## src/rtl/pipe_stage_elastic.sv

```systemverilog
// Elastic pipeline register chain: DEPTH valid/ready stages, each with a skid buffer.
// Upstream ready depends only on registered skid state, so out_ready never reaches in_ready combinationally.
module pipe_stage_elastic #(
   parameter int DATA_W     = 64,
   parameter int DEPTH      = 1,
   parameter bit CLEAR_DATA = 1'b1
) (
   input  logic                           clk,
   input  logic                           rst_n,
   input  logic                           flush,
   input  logic                           in_valid,
   output logic                           in_ready,
   input  logic [DATA_W-1:0]              in_data,
   output logic                           out_valid,
   input  logic                           out_ready,
   output logic [DATA_W-1:0]              out_data,
   output logic [$clog2(2*DEPTH+1)-1:0]   occupancy
);

   localparam int OCC_W = $clog2(2*DEPTH+1);

   logic [DEPTH-1:0]  mv;
   logic [DEPTH-1:0]  sv;
   logic [DEPTH-1:0]  v_up;
   logic [DEPTH-1:0]  r_dn;
   logic [DATA_W-1:0] md   [DEPTH];
   logic [DATA_W-1:0] d_up [DEPTH];

   for (genvar k = 0; k < DEPTH; k++) begin : g_stage
      logic              mv_q, sv_q;
      logic [DATA_W-1:0] md_q, sd_q;
      logic              accept, pop;
      logic              md_load_up, md_load_skid, sd_load;

      if (k == 0) begin : g_head
         assign v_up[k] = in_valid;
         assign d_up[k] = in_data;
      end else begin : g_link
         assign v_up[k] = mv[k-1];
         assign d_up[k] = md[k-1];
      end

      if (k == DEPTH-1) begin : g_tail
         assign r_dn[k] = out_ready;
      end else begin : g_inner
         assign r_dn[k] = !sv[k+1];
      end

      assign accept       = v_up[k] && !sv_q;
      assign pop          = mv_q && r_dn[k];
      assign md_load_up   = accept && (!mv_q || pop);
      assign md_load_skid = pop && sv_q;
      assign sd_load      = accept && mv_q && !pop;

      // NOTE: state registers use non-blocking assignments so every stage samples the pre-edge values of its neighbours.
      always_ff @(posedge clk or negedge rst_n) begin
         if (!rst_n) begin
            mv_q <= 1'b0;
            sv_q <= 1'b0;
         end else if (flush) begin
            mv_q <= 1'b0;
            sv_q <= 1'b0;
         end else begin
            mv_q <= sv_q || (mv_q && !pop) || accept;
            sv_q <= (sv_q && !pop) || sd_load;
         end
      end

      if (CLEAR_DATA) begin : g_clear
         always_ff @(posedge clk or negedge rst_n) begin
            if (!rst_n) begin
               md_q <= '0;
               sd_q <= '0;
            end else if (flush) begin
               md_q <= '0;
               sd_q <= '0;
            end else begin
               if (md_load_up)        md_q <= d_up[k];
               else if (md_load_skid) md_q <= sd_q;
               if (sd_load)           sd_q <= d_up[k];
            end
         end
      end else begin : g_keep
         // NOTE: payload registers carry no reset; the valid bits alone decide whether their contents mean anything.
         always_ff @(posedge clk) begin
            if (!flush) begin
               if (md_load_up)        md_q <= d_up[k];
               else if (md_load_skid) md_q <= sd_q;
               if (sd_load)           sd_q <= d_up[k];
            end
         end
      end

      assign mv[k] = mv_q;
      assign sv[k] = sv_q;
      assign md[k] = md_q;
   end

   assign in_ready  = !sv[0] && !flush;
   assign out_valid = mv[DEPTH-1] && !flush;
   assign out_data  = md[DEPTH-1];

   // NOTE: the accumulator gets its default before the loop so no path leaves it unassigned (no latch).
   always_comb begin
      occupancy = '0;
      for (int k = 0; k < DEPTH; k++) begin
         occupancy = occupancy + OCC_W'(mv[k]) + OCC_W'(sv[k]);
      end
   end

endmodule

```

## config.mk

```make
export PLATFORM = sky130hd
export DESIGN_NAME = pipe_stage_elastic
export DESIGN_NICKNAME = d
export VERILOG_FILES = /design/src/rtl/pipe_stage_elastic.sv
export SDC_FILE = /design/constraint.sdc
export NUM_CORES = 1
export LEC_CHECK = 0
export ABC_AREA = 0
export CAP_MARGIN = 20
export CORE_UTILIZATION = 45
export CTS_CLUSTER_DIAMETER = 50
export DETAILED_ROUTE_END_ITERATION = 12
export PLACE_DENSITY = 0.73
export SETUP_SLACK_MARGIN = 0.02
export SLEW_MARGIN = 5
export SYNTH_ARGS = -nofsm -noshare
export SYNTH_HDL_FRONTEND = slang
export SYNTH_SLANG_ARGS = --single-unit
```

## constraint.sdc

```tcl
create_clock -name clk -period 3.83 [get_ports clk]
set_input_delay 0.5745 -clock clk [delete_from_list [all_inputs] [get_ports clk]]
set_output_delay 0.5745 -clock clk [all_outputs]
set_load 0.05 [all_outputs]
```

==> qor.csv, run 1 <==
metric;value;unit
grt_pass1_vias;4699;
drv_slew;0;
regArea;3253;µm²
rsz0062_at_grt;no;
synth_edf_count;0;
cts_buffer_depth;2;
grt_usage;0.2289;
post_cts_resized;0;
yosysTopAreaCell;dfrtp_1;
cts_tree;yes;
synth.area.top_cells;dfrtp_1, o221a_1, a21oi_1, nand2_1, inv_1;
syn2layout_area_growth;34.91;%
portBuffers;136;
postSynthAreaPerCell;9.899;µm²
max_slew_margin;0.3879;
worst_pin_slew;0.9182;ns
yosysSeqAreaShare;0.5676;
cts_sinks;130;
cts-root-buf;clkbuf_16;
synth_ff_type;dfrtp_1;
critPathLaunchType;register;
drtIter0Drc;369;
synth_cells;579;
cp.arrival;2.01;ns
run_status;finished clean;
via_count;4727;
p_leak;0.003131;µW
num-fill-cells;1028;
criticalPathCategory;reg2out;
setup_tns;0;ns
clk_latency;0.41;ns
multi_input_area;1971;µm²
irDropWorstVdd;0.0003260;V
synth_nets;649;
die_y;114.9;µm
fp.dieW;114.9;µm
rows;40;
fmax;387.3;MHz
total_power;3922;µW
cts_hold_buf;0;
h-tree-depth;4;
drive_gt1_frac;0.06250;
ys_ff_latch;130;
hp-class;in2async;
maxCapViolCount;0;
first_pass_iters;5;
syn_area;5732;µm²
diodes;0;
drc;0;
synthArstFlopShare;1.000;
io-pin-count;137;
ys_warn_count;0;
ff2ff_path_depth;4;
hpwl;8.730;mm
critPathMaxFanout;9;
grt_pass1_wl;23.37;mm
initial_core_util;0.4694;
synth_common_cells;a21oi_1, dfrtp_1, nand2_1;
synth_top_area_frac;0.5676;
fin_util;0.6332;
finalNetCount;761;
dieArea;13190;µm²
grt_overflow;0;
routabilityCongestion;0.7944;
cts_setup_buffers;0;
setup_violations;0;
ys_types;21;
antenna_found_initial;0;
fin_hold_ws;0.2640;ns
clock_skew;0.008021;ns
ant_nets;0;
fin_crit;2.582;ns
cp-end-kind;output pin;
hold_viol;0;
crit_required;3.26;ns
path_clk_slew;0.06;ns
coreArea;12210;µm²
vias_per_cell;5.421;
drt-total-wl;14.46;mm
grt_max_degree;76;
power_per_cell_area;507.2;nW/µm²
min_period_over_period;0.6742;
cts_made_buffers;17;
wire_per_inst;16.58;µm
## kinds of logic after synthesis
| family | after synthesis | share of synthesized area |
|---|---|---|
| DFF | 130 | 0.5676 |
| muxes | 1 | 0.001746 |
| AOI/OAI and AO/OA | 195 | 0.2406 |
| buffers and inverters | 115 | 0.09299 |
| and+or+nand+nor | 137 | 0.09496 |
| adders and majority gates | 1 | 0.002183 |
## report_power, final
group	leakage [µW]	switching (µW)	internal (µW)
clock	0.000296	611	1110
combinational	0.00109	438	254
sequential	0.00175	55.2	1450
total	0.00313	1100	2820
## path summary, 6_finish.rpt
check	from	to	slack [ns]
worst min-delay path	rst_n	out_data[51]	0.26
worst min register to register	g_stage[0].sd_q[8]	g_stage[0].sd_q[8]	0.52
min in group clk	g_stage[0].sd_q[8]	g_stage[0].sd_q[8]	0.52
max in group asynchronous	rst_n	g_stage[0].sd_q[61]	2.69
worst max register to register	g_stage[0].mv_q	out_data[11]	1.80
worst max-delay path	g_stage[0].mv_q	occupancy[0]	1.25
## metrics by stage
| stage | instance area (µm²) | worst slack, ns | instances |
|---|---|---|---|
| after floorplan | 5732 | 1.487 | 579 |
| after CTS | 7732 | 1.236 | 872 |
| after global placement | 7103 | 1.297 | 840 |
| after global routing | 7732 | 1.195 | 872 |
| after detailed placement | 7103 | 1.247 | 840 |
| final | 7732 | 1.248 | 872 |
## cell usage in the layout (no fill, tap or decap)
cell and instances:
nand3b_1 1, dfrtp_1 130, a21oi_1 130, nor2_1 2
buf_4 9, clkdlybuf4s50_1 134, nand2_1 128, ha_1 1
bufinv_16 4, and4bb_2 1, clkbuf_8 1, clkinv_4 4
clkbuf_16 17, nor2b_1 1, clkinvlp_4 3, a211oi_1 1
o221a_1 64, clkinv_2 1, inv_1 64, mux2i_1 1
buf_12 1, and3_2 1, nand4bb_4 1, nand2b_1 1
nor2b_4 1, clkbuf_1 2
## area by class of cell
type,instances,area share
Tap cell,168,0.02718
Clock buffer,20,0.05777
Clock inverter,12,0.02362
Multi-Input combinational cell,334,0.2549
Inverter,64,0.03107
Sequential cell,130,0.4207
Timing Repair Buffer,144,0.1848
## state kept, by name (all words and copies together), names as in the netlist
name          count
g_stage.sd_q     64
out_data         64
g_stage.mv_q      1
g_stage.sv_q      1
## critical path, cell delays in order (launching register included)
cell             delay, ns
dfrtp_1               0.48
ha_1                  0.33
clkdlybuf4s50_1       0.79
## routing by layer
layer,wire (µm),part of all wire,track usage,up-vias
met5,0,0,0,-
met4,319,0.022,0.1056,0
met3,674,0.047,0.04375,26
met2,6958,0.48,0.3631,162
met1,6509,0.45,0.3061,2336
li1,-,-,-,2203
Power figures use the tool's default switching activity.
==> inputs of run 2 (changes only) <==
Settings changed: PLACE_DENSITY 0.73 to 0.76.
Clock period 3.83 ns to 2.11 ns, I/O delays scaled along.
==> run 2 against run 1 <==
  * Die area is the same
  * Worst hold slack gained 0.051 ns
  * Critical endpoint is now out_data[13]
  * Register-to-register slack lost 1.3 ns
  * Largest power group unchanged
  * First-iteration DRC count grew 18%
  * Utilization grew 0.68 points
  * Combinational power grew 86%
  * Final area grew 1.1%
  * Global-route usage grew 0.56 points
  * Worst setup slack lost 1.1 ns
==> qor.csv, run 2 (same netlist as run 1, synthesis figures left out) <==
metric;value;unit;change
cp_num_buf_inv;1;;unchanged
slowest_delay;0.83;ns;+0.04 ns
drtIter0Drc;434;;+18%
slowest_stage;clkdlybuf4s50_1;;
drc;0;;unchanged
min_period_over_period;0.9230;;
routabilityCongestion;0.7950;;about the same
cp-end-kind;output pin;;
criticalPathCategory;reg2out;;
cts_tree;yes;;
cts-root-buf;clkbuf_16;;
ant_nets;0;;unchanged
fin_util;0.6400;;+0.006762
p_leak;0.003181;µW;+1.6%
hpwl;8.802;mm;+0.83%
grt_overflow;0;;unchanged
cts_buffer_depth;2;;unchanged
grt_pass1_wl;24.16;mm;+3.4%
clock_skew;0.009705;ns;+0.001684 ns
cts_sinks;130;;unchanged
maxCapViolCount;0;;unchanged
h-tree-depth;4;;unchanged
cp.depth;1;;-1
coreArea;12210;µm²;unchanged
rsz0062_at_grt;no;;
first_pass_iters;5;;unchanged
worst_pin_slew;0.5741;ns;-0.3441 ns
diodes;0;;unchanged
final_cell_mix;a21oi_1, dfrtp_1, clkdlybuf4s50_1;;
hold_viol;0;;unchanged
cp.arrival;1.63;ns;-0.38 ns
cts_made_buffers;17;;unchanged
grt_pass1_vias;4855;;+3.3%
drive_gt1_frac;0.07082;;+0.008322
wire_per_inst;16.73;µm;+0.90%
setup_violations;0;;unchanged
run_status;finished clean;;
rows;40;;unchanged
antenna_found_initial;0;;unchanged
fmax;513.4;MHz;
fp.dieW;114.9;µm;unchanged
max_slew_margin;0.6172;;+0.2294
via_count;4784;;+1.2%
crit_required;1.79;ns;-1.47 ns
dieArea;13190;µm²;unchanged
grt_max_degree;65;;-14%
portBuffers;136;;unchanged
critPathLaunchType;register;;
clk_latency;0.41;ns;about the same
drv_slew;0;;unchanged
setup_tns;0;ns;unchanged
cp_top_family;buffers and inverters;;
irDropWorstVdd;0.0004132;V;+27%
power_per_cell_area;896.5;nW/µm²;+77%
hp-class;in2reg;;
worstHoldPathCells;2;;
cts_setup_buffers;0;;unchanged
grt_usage;0.2345;;+0.005566
ff2ff_path_depth;4;;unchanged
syn2layout_area_growth;36.35;%;
finalNetCount;763;;+0.26%
num-fill-cells;997;;-3.0%
drt-total-wl;14.63;mm;+1.1%
vias_per_cell;5.474;;+0.97%
die_y;114.9;µm;unchanged
io-pin-count;137;;unchanged
initial_core_util;0.4694;;unchanged
fin_crit;1.948;ns;
worstPathCellList;clkdlybuf4s50_1;;
path_clk_slew;0.06;ns;about the same
critPathMaxFanout;2;;-7
[run 2: cell count changes in the layout (fill, tap and decap cells not counted)]
cell             delta
clkbuf_1            -1
buf_12              +8
clkdlybuf4s50_1     -4
bufinv_16           -1
clkinv_4            +1
buf_4               -3
dlygate4sd3_1       +1
clkinv_2            +3
clkinvlp_4          -2
[run 2: final cells by class]
type	instances	area, µm²	share of cell area
Sequential cell	130	3253	0.4163
Multi-Input combinational cell	334	1971	0.2522
Timing Repair Buffer	146	1536	0.1966
Clock buffer	19	442.9	0.05668
Inverter	64	240.2	0.03074
Tap cell	168	210.2	0.02690
Clock inverter	13	161.4	0.02065
[run 2: path summary, 6_finish.rpt]
| check | start | endpoint | slack, ns |
|---|---|---|---|
| worst min register to register | g_stage[0].sd_q[37] | g_stage[0].sd_q[37] | 0.52 |
| worst max-delay path | out_data[13] | out_data[13] | 0.16 |
| min in group asynchronous | rst_n | g_stage[0].sd_q[51] | 0.46 |
| worst max register to register | g_stage[0].sv_q | out_data[40] | 0.52 |
| max in group asynchronous | rst_n | out_data[26] | 0.99 |
| worst min-delay path | flush | g_stage[0].sd_q[11] | 0.32 |
[run 2: power breakdown]
part | leakage (µW) | internal, µW | switching (µW)
clock network | 0.000297 | 1890 | 1090
logic | 0.00114 | 483 | 803
registers | 0.00175 | 2640 | 99.0
total | 0.00318 | 5010 | 1990
[run 2: through the flow]
stage	power (µW)	cells	instance area, µm²	hold WS (ns)	worst slack, ns
5_1_grt	7288	874	7815	0.3163	0.1116
3_3_place_gp	4041	841	7201	0.3490	0.2683
6_report	7006	874	7815	0.3153	0.1624
4_1_cts	7046	874	7815	0.2997	0.1552
3_5_place_dp	4067	841	7201	0.3536	0.1799
2_1_floorplan	3521	579	5732	0.02091	0.2829
[run 2: timing repair]
action / 4_1_cts / 5_1_grt
endpoints found under the hold margin: 38 / 0
hold buffers: 1 / 0
resized for setup: 0 / 0
[run 2: routing by layer]
layer	track usage	share of wire	wire length (µm)	vias to the layer above
li1	-	-	-	2214
met2	0.3763	0.49	7209	182
met5	0	0	0	-
met3	0.05640	0.065	958	17
met4	0.07706	0.013	188	0
met1	0.3141	0.43	6269	2371
